## src/rtl/return_addr_stack_pkg.sv

```systemverilog
// Shared widths for the return-address stack and the fetch PC mux.
// Default depth, address width and pointer-width helper.
package return_addr_stack_pkg;

    localparam int RAS_DEPTH = 8;
    localparam int RAS_AW    = 32;

    function automatic int ptrW(input int depth);
        return $clog2(depth);
    endfunction

endpackage

```

## src/rtl/return_addr_stack_ptr.sv

```systemverilog
// Top/count update unit for the return-address stack.
// Circular push/pop arithmetic with an optional restore path.
import return_addr_stack_pkg::*;

module ras_ptr #(
    parameter int DEPTH          = RAS_DEPTH,
    parameter int PW             = ptrW(RAS_DEPTH),
    parameter bit PAIR_EMPTY_PUSH = 1'b1
) (
    input  logic          clk,
    input  logic          reset,
    input  logic          push,
    input  logic          pop,
    input  logic          restore,
    input  logic [PW-1:0] restoreTop,
    input  logic [PW:0]   restoreCnt,
    output logic [PW-1:0] top,
    output logic [PW:0]   cnt,
    output logic [PW-1:0] nextTop,
    output logic [PW:0]   nextCnt
);

    localparam logic [PW:0] FULL = (PW+1)'(DEPTH);

    logic isEmpty;

    assign isEmpty = (cnt == '0);

    // Next pointer/count: restore wins, call+ret on a non-empty stack is a replace.
    always_comb begin
        nextTop = top;
        nextCnt = cnt;
        if (restore) begin
            nextTop = restoreTop;
            nextCnt = restoreCnt;
        end else if (push && pop) begin
            if (isEmpty && PAIR_EMPTY_PUSH) begin
                nextTop = top + PW'(1);
                nextCnt = cnt + (PW+1)'(1);
            end
        end else if (push) begin
            nextTop = top + PW'(1);
            if (cnt != FULL) begin
                nextCnt = cnt + (PW+1)'(1);
            end
        end else if (pop && !isEmpty) begin
            nextTop = top - PW'(1);
            nextCnt = cnt - (PW+1)'(1);
        end
    end

    // Pointer/count registers.
    always_ff @(posedge clk) begin
        if (reset) begin
            top <= '0;
            cnt <= '0;
        end else begin
            top <= nextTop;
            cnt <= nextCnt;
        end
    end

endmodule

```

## src/rtl/return_addr_stack.sv

```systemverilog
// Speculative return-address stack feeding the fetch PC select mux.
// Committed pointers restore the speculative ones on a branch miss.
import return_addr_stack_pkg::*;

module return_addr_stack #(
    parameter int DEPTH = RAS_DEPTH,
    parameter int AW    = RAS_AW
) (
    input  logic          iClk,
    input  logic          iReset,
    input  logic          iStall,
    input  logic          iCallCmd,
    input  logic [AW-1:0] iNextPC,
    input  logic          iRetReq,
    input  logic          iCommitCall,
    input  logic          iCommitRet,
    input  logic          iBranchMissCmd,
    output logic [AW-1:0] oRetAddr,
    output logic          oRetCmd,
    output logic          oEmpty,
    output logic          oFull
);

    localparam int PTR_W = ptrW(DEPTH);
    localparam logic [PTR_W:0] FULL = (PTR_W+1)'(DEPTH);

    logic [AW-1:0]    mem [DEPTH];
    logic [PTR_W-1:0] sTop;
    logic [PTR_W:0]   sCnt;
    logic [PTR_W-1:0] sNextTop;
    logic [PTR_W:0]   sNextCnt;
    logic [PTR_W-1:0] cTop;
    logic [PTR_W:0]   cCnt;
    logic [PTR_W-1:0] cNextTop;
    logic [PTR_W:0]   cNextCnt;
    logic             specPush;
    logic             specPop;
    logic             wrEn;
    logic [PTR_W-1:0] wrIdx;
    logic             unusedBits;

    assign specPush = iCallCmd & ~iStall;
    assign specPop  = iRetReq & ~iStall;

    ras_ptr #(
        .DEPTH          (DEPTH),
        .PW             (PTR_W),
        .PAIR_EMPTY_PUSH(1'b1)
    ) specPtr (
        .clk       (iClk),
        .reset     (iReset),
        .push      (specPush),
        .pop       (specPop),
        .restore   (iBranchMissCmd),
        .restoreTop(cNextTop),
        .restoreCnt(cNextCnt),
        .top       (sTop),
        .cnt       (sCnt),
        .nextTop   (sNextTop),
        .nextCnt   (sNextCnt)
    );

    ras_ptr #(
        .DEPTH          (DEPTH),
        .PW             (PTR_W),
        .PAIR_EMPTY_PUSH(1'b0)
    ) commitPtr (
        .clk       (iClk),
        .reset     (iReset),
        .push      (iCommitCall),
        .pop       (iCommitRet),
        .restore   (1'b0),
        .restoreTop('0),
        .restoreCnt('0),
        .top       (cTop),
        .cnt       (cCnt),
        .nextTop   (cNextTop),
        .nextCnt   (cNextCnt)
    );

    assign unusedBits = ^{cTop, cCnt, sNextTop, sNextCnt};

    assign oEmpty   = (sCnt == '0);
    assign oFull    = (sCnt == FULL);
    assign oRetAddr = mem[sTop];
    assign oRetCmd  = iRetReq & ~oEmpty;

    // Call+ret on a live stack replaces the top; otherwise write above it.
    assign wrEn  = specPush & ~iBranchMissCmd;
    assign wrIdx = (specPop && !oEmpty) ? sTop : sTop + PTR_W'(1);

    // Entry storage; never restored on a branch miss.
    always_ff @(posedge iClk) begin
        if (iReset) begin
            for (int i = 0; i < DEPTH; i++) begin
                mem[i] <= '0;
            end
        end else if (wrEn) begin
            mem[wrIdx] <= iNextPC;
        end
    end

endmodule

```

## config.mk

```make
export PLATFORM = sky130hd
export DESIGN_NAME = return_addr_stack
export DESIGN_NICKNAME = d
export VERILOG_FILES = /design/src/rtl/return_addr_stack_pkg.sv /design/src/rtl/return_addr_stack_ptr.sv /design/src/rtl/return_addr_stack.sv
export SDC_FILE = /design/constraint.sdc
export NUM_CORES = 1
export LEC_CHECK = 0
export CORE_MARGIN = 3
export CORE_UTILIZATION = 50
export DETAILED_ROUTE_END_ITERATION = 10
export PLACE_DENSITY = 0.69
export RECOVER_POWER = 25
export SYNTH_ARGS = -nofsm -noshare
export SYNTH_HDL_FRONTEND = slang
export SYNTH_SLANG_ARGS = --single-unit
```

## constraint.sdc

```tcl
create_clock -name iClk -period 4.2 [get_ports iClk]
set_input_delay 0.84 -clock iClk [delete_from_list [all_inputs] [get_ports iClk]]
set_output_delay 0.84 -clock iClk [all_outputs]
set_load 0.05 [all_outputs]
```

==> results.ini <==
[routing]
drt_iter0_markers=664
route.detailed.drc=0
drt_first_pass_iters=5
antenna_left=0
wirelength_um=28000
vias=7575
wl_per_cell_um=22.3
vias_per_cell=6.05

[timing]
timing.setup.tns_ns=0
rsz0062_at_grt=no
hold_violations=0
tightest_slew_ns=1.15
post-route-period-util=0.925
slew-limit-headroom=0.235
worst_slack_ns=0.313
skew_ns=0.00854
max_clock_freq_mhz=257
setup_viol=0
fin_crit_ns=3.89
slew_violations=0

[logic_synthesis]
synth.avg_cell_area_um2=15.2
synth_edf_count=256
synth.distinct_cells=55
ys_seq_area_frac=0.621
synthesis.nets=899
synthFlopType=edfxtp_1
synth_area_um2=12900
ys_warn_count=0
netlist_instances=851
async_flop_share=0
synth_area_leaders=edfxtp_1, and3_1, mux4_2
synth-seq-cells=273
synth_area_leader_cell=edfxtp_1
synth_top_cell_area_share=0.595

[cts]
clock_latency_ns=0.54
cts.htree.levels=1
numClockSinks=273
ctsHoldBuffers=0
clock-root-buffer=clkbuf_16
cts_tree=built
clockBufferDepth=3
cts_resized=0
cts_made_buffers=29
clk_pin_slew_ns=0.06
cts_setup_buffers=0

[grt]
first_global_vias=7958
grtUsageTotal=0.202
antenna_found_initial=1
grt_pass1_wl_um=44700
grt_overflow=0
grt_start_max_net_pins=101

[worst_setup_path]
critPathCaptureType=primary output
cp_data_arrival_time_ns=3.05
crit_path_max_fanout=22
required_ns=3.36
startpoint_type=flop
worst-setup-path-type=flop to primary output

[die]
ios=75
rows=58
fp.dieW_um=167
start_util=0.512
core-area_um2=25300
die_area_um2=27800
die_y_um=167

[placed_design]
place_congestion=0.814
port_buffers=74
place_hpwl_um=15400
place_ws_ns=0.486
dp_cells=1202

[pwr]
p_leak_nw=6.15
power_frac_clock=0.347
ir_drop_v=0.000289
p_int_mw=4.98
power.density_nw_per_um2=463
p_sw_frac=0.274
power_mw=6.85
p_seq_frac=0.463
power_frac_comb=0.190
netSwitchingPower_mw=1.88

[cells_and_area]
nets=951
fin_util=0.586
drive_gt1_frac=0.195
syn2layout_area_growth_pct=14.5
final_common_cell=and3_1
most-common-layout-cells=and3_1, edfxtp_1, clkdlybuf4s50_1
antenna-diode-count=0
final_cells=1253

[min_path]
min_path_type=flop to flop

[run_status]
status=completed

[flow_run]
cap_violations=0

==> power by group through the flow <==
stage	combinational (mW)	clock [mW]	sequential (mW)
final	1.30	2.37	3.18
after global routing	1.38	2.53	3.19
after CTS	1.32	2.42	3.18
after detailed placement	1.32	0	3.24
after global placement	1.31	0	3.23
after floorplan	0.938	0	3.18
==> through the flow <==
step	area [µm²]	hold slack (ns)
3_5_place_dp	14000	0.506
2_1_floorplan	12900	0.481
3_3_place_gp	14000	0.508
5_1_grt	14800	0.577
6_report	14800	0.514
4_1_cts	14800	0.524
==> path summary, 6_finish.rpt <==
| kind | start | to | slack, ns | cells after the start |
|---|---|---|---|---|
| min reg2reg | commitPtr.top[2]$_SDFF_PP0_ | commitPtr.top[2]$_SDFF_PP0_ | 0.51 | 2 |
| max reg2reg | specPtr.cnt[0]$_SDFFE_PP0P_ | mem[1][12]$_SDFFCE_PN0P_ | 0.60 | 9 |
| max | flop | oRetAddr[1] | 0.31 | 4 |
| min | commitPtr.top[2]$_SDFF_PP0_ | commitPtr.top[2]$_SDFF_PP0_ | 0.51 | 2 |
==> synth_stat cells (all sizes together), types with 2 or more instances <==
master / number
mux4: 64
xnor2: 8
o21ai: 6
nand2b: 6
mux2i: 3
nand4: 2
nor2: 15
o211ai: 2
dfxtp: 17
nand2: 9
and2: 2
a211oi: 6
mux2: 35
a21oi: 9
a22oi: 2
a31oi: 2
o31ai: 3
clkbuf: 38
nor4: 3
a21o: 9
and3: 258
edfxtp: 256
xor2: 2
nor3: 2
o22ai: 4
ha: 8
nor2b: 3
o2bb2ai: 3
inv: 16
buf: 45
==> worst max-delay path, stage by stage (launching register included) <==
cell             delay, ns
dfxtp_4               0.66
buf_4                 0.31
mux4_2                0.53
mux2_2                0.29
clkdlybuf4s50_1       0.70
==> cell families (layout without fill, tap and decap cells) <==
family,Yosys count,in the layout,share of synthesized area
adder cells (fa/ha/maj),8,8,0.00775
flip-flops,273,273,0.621
AO/OA/AOI/OAI,52,52,0.0297
AND/OR/NAND/NOR,307,307,0.147
XOR/XNOR,10,10,0.00823
buffers and inverters,99,171,0.0419
multiplexers,102,102,0.144
==> per-layer routing <==
| layer | track usage | vias to the layer above | routed length (µm) | share of wire |
|---|---|---|---|---|
| met2 | 0.350 | 232 | 14200 | 0.51 |
| met4 | 0.0552 | 2 | 573 | 0.020 |
| li1 | - | 3454 | - | - |
| met3 | 0.0299 | 44 | 1610 | 0.057 |
| met1 | 0.271 | 3843 | 11600 | 0.41 |
| met5 | 0 | - | 13 | 0.00046 |
==> area by class of cell <==
class	instances	area, µm²
clock inverters	16	131
clock buffers	35	748
fillers	1918	10500
repair buffers	104	1020
multi-input cells	479	4390
flip-flops and latches	273	8030
inverters	16	61.3
well taps	330	413
==> sequential cells by signal (all words and copies together), names as in the netlist, named ones only <==
register / flops
commitPtr.top: 3
specPtr.top: 3
commitPtr.cnt: 4
specPtr.cnt: 4
mem: 256
Power figures use the tool's default switching activity.
==> variant (same flow settings) <==
The package constant `RAS_DEPTH` goes from 8 to 16.
--- a/src/rtl/return_addr_stack_pkg.sv
+++ b/src/rtl/return_addr_stack_pkg.sv
@@ -2,7 +2,7 @@
 // Default depth, address width and pointer-width helper.
 package return_addr_stack_pkg;
 
-    localparam int RAS_DEPTH = 8;
+    localparam int RAS_DEPTH = 16;
     localparam int RAS_AW    = 32;
 
     function automatic int ptrW(input int depth);
Check against the original RTL: no difference found for any inputs over 4 cycles, from zero or initial values and one cycle with iReset high; that may be too few to reach the edited logic, so the function may still have changed.
==> variant against the original RTL <==
Area after synthesis rose by 92%. Highest routed layer is now met4. Fmax is 5.1% lower. Total power up 90%. Via count grew 97%. Count of clock-buffer cells in the layout grew 31. Design area increased by 90%. First-iteration DRC count rose to 2.8 times the old value. Wire length increased by 130%. Worst hold slack gained 36 ps. Sequential power increased by 93%. Sequential cell count grew 261. Worst setup slack got worse by 210 ps. Clock skew grew 12 ps.
==> variant: results (changes against the original RTL) <==
GPL Wtd Cong 0.817 (+0.31%); CTS Buf Count 54 (+86%); first-pass GRT wire length 98.6 mm (+120%); Pleak 11.0 nW (+80%); CP arrival 3250 ps (+200 ps); Global Route Usage Sum 0.252 (+0.0500); outcome finished clean; Netlist cell types 74 (+35%); DP Wirelength 36.6 mm (+140%); VDD IR max 0.298 mV (+3.2%); synth top area cells edfxtp_1, mux4_2, and3_1; pin count of the biggest net entering global routing 62 (-39%); clock skew 20.2 ps (+11.6 ps); share of cells above drive strength 1 0.204 (+0.00925); Yosys top cell area share 0.620 (+0.0248); CTS H-tree depth 2 (+1); critical path peak fanout 25 (+14%); Post-synth EDFFs 512 (+100%); Synth Net Count 1664 (+85%); Starting DRT DRC Count 1832 (+180%); synth warn 0 (unchanged); Slew headroom 0.280 (+0.0444); largest registers mem: 512 flops, commitPtr.cnt: 5 flops, specPtr.cnt: 5 flops; leading cell type by number of instances after synthesis edfxtp_1; sequential area share after synthesis 0.638 (+0.0162); most frequent cells after synthesis edfxtp_1, and3_1, mux4_2; via/cell ratio 6.36 (+5.2%); vias in the first global route 15350 (+93%)
-- variant: through the flow --
step	hold WS [ps]	std cells	cell area, um2	util
2_1_floorplan	498	1616	24800	-
3_3_place_gp	518	2246	26400	0.546
3_5_place_dp	542	2246	26400	0.546
4_1_cts	556	2345	28200	0.583
5_1_grt	593	2345	28000	0.580
6_report	551	2345	28000	0.580
-- variant: logic make-up after synthesis --
| family | Yosys count | share of synthesized area |
|---|---|---|
| AOI/OAI and AO/OA | 77 | 0.0248 |
| xor gates and xnor gates | 12 | 0.00424 |
| adders and majority gates | 8 | 0.00404 |
| buffers and inverters | 197 | 0.0395 |
| DFF | 534 | 0.638 |
| muxes | 166 | 0.148 |
| and+or+nand+nor | 622 | 0.142 |
-- variant: path summary, 6_finish.rpt --
check	cells after the start	slack [ps]	from	endpoint
max	5	110	flip-flop	oRetAddr[26]
min	2	550	commitPtr.top[3]$_SDFF_PP0_	commitPtr.top[3]$_SDFF_PP0_
max reg2reg	10	280	specPtr.cnt[0]$_SDFFE_PP0P_	mem[14][14]$_SDFFCE_PN0P_
min reg2reg	2	550	commitPtr.top[3]$_SDFF_PP0_	commitPtr.top[3]$_SDFF_PP0_
-- variant: repair_timing --
item / 4_1_cts / 5_1_grt
resized for setup: 6 / 6
setup endpoints to repair: 6 / 6
hold endpoints to repair: 0 / 0
hold buffers: 0 / 0
-- variant: worst max-delay path: stages (launching register included) --
cell	delay [ps]
dfxtp_4	600
buf_12	270
buf_12	190
mux4_2	320
mux4_2	500
clkdlybuf4s50_1	730
-- variant: power by group --
part	leakage [nW]	switching [mW]	internal, mW
logic	4.71	1.23	0.778
registers	5.47	0.109	6.03
clock network	0.855	2.06	2.80
-- variant: layout make-up --
type	instances	area, um2
Fill cell	3682	20300
Sequential cell	534	15800
Multi-Input combinational cell	885	8030
Timing Repair Buffer	155	1540
Clock buffer	66	1400
Tap cell	656	821
Clock inverter	33	373
Inverter	16	61.3
-- variant: routing by layer --
layer	vias to the layer above	wire [um]	GRT usage
met5	-	0	0
li1	6354	-	-
met4	0	1700	0.0738
met3	110	5980	0.0479
met1	7664	25000	0.339
met2	789	32900	0.423
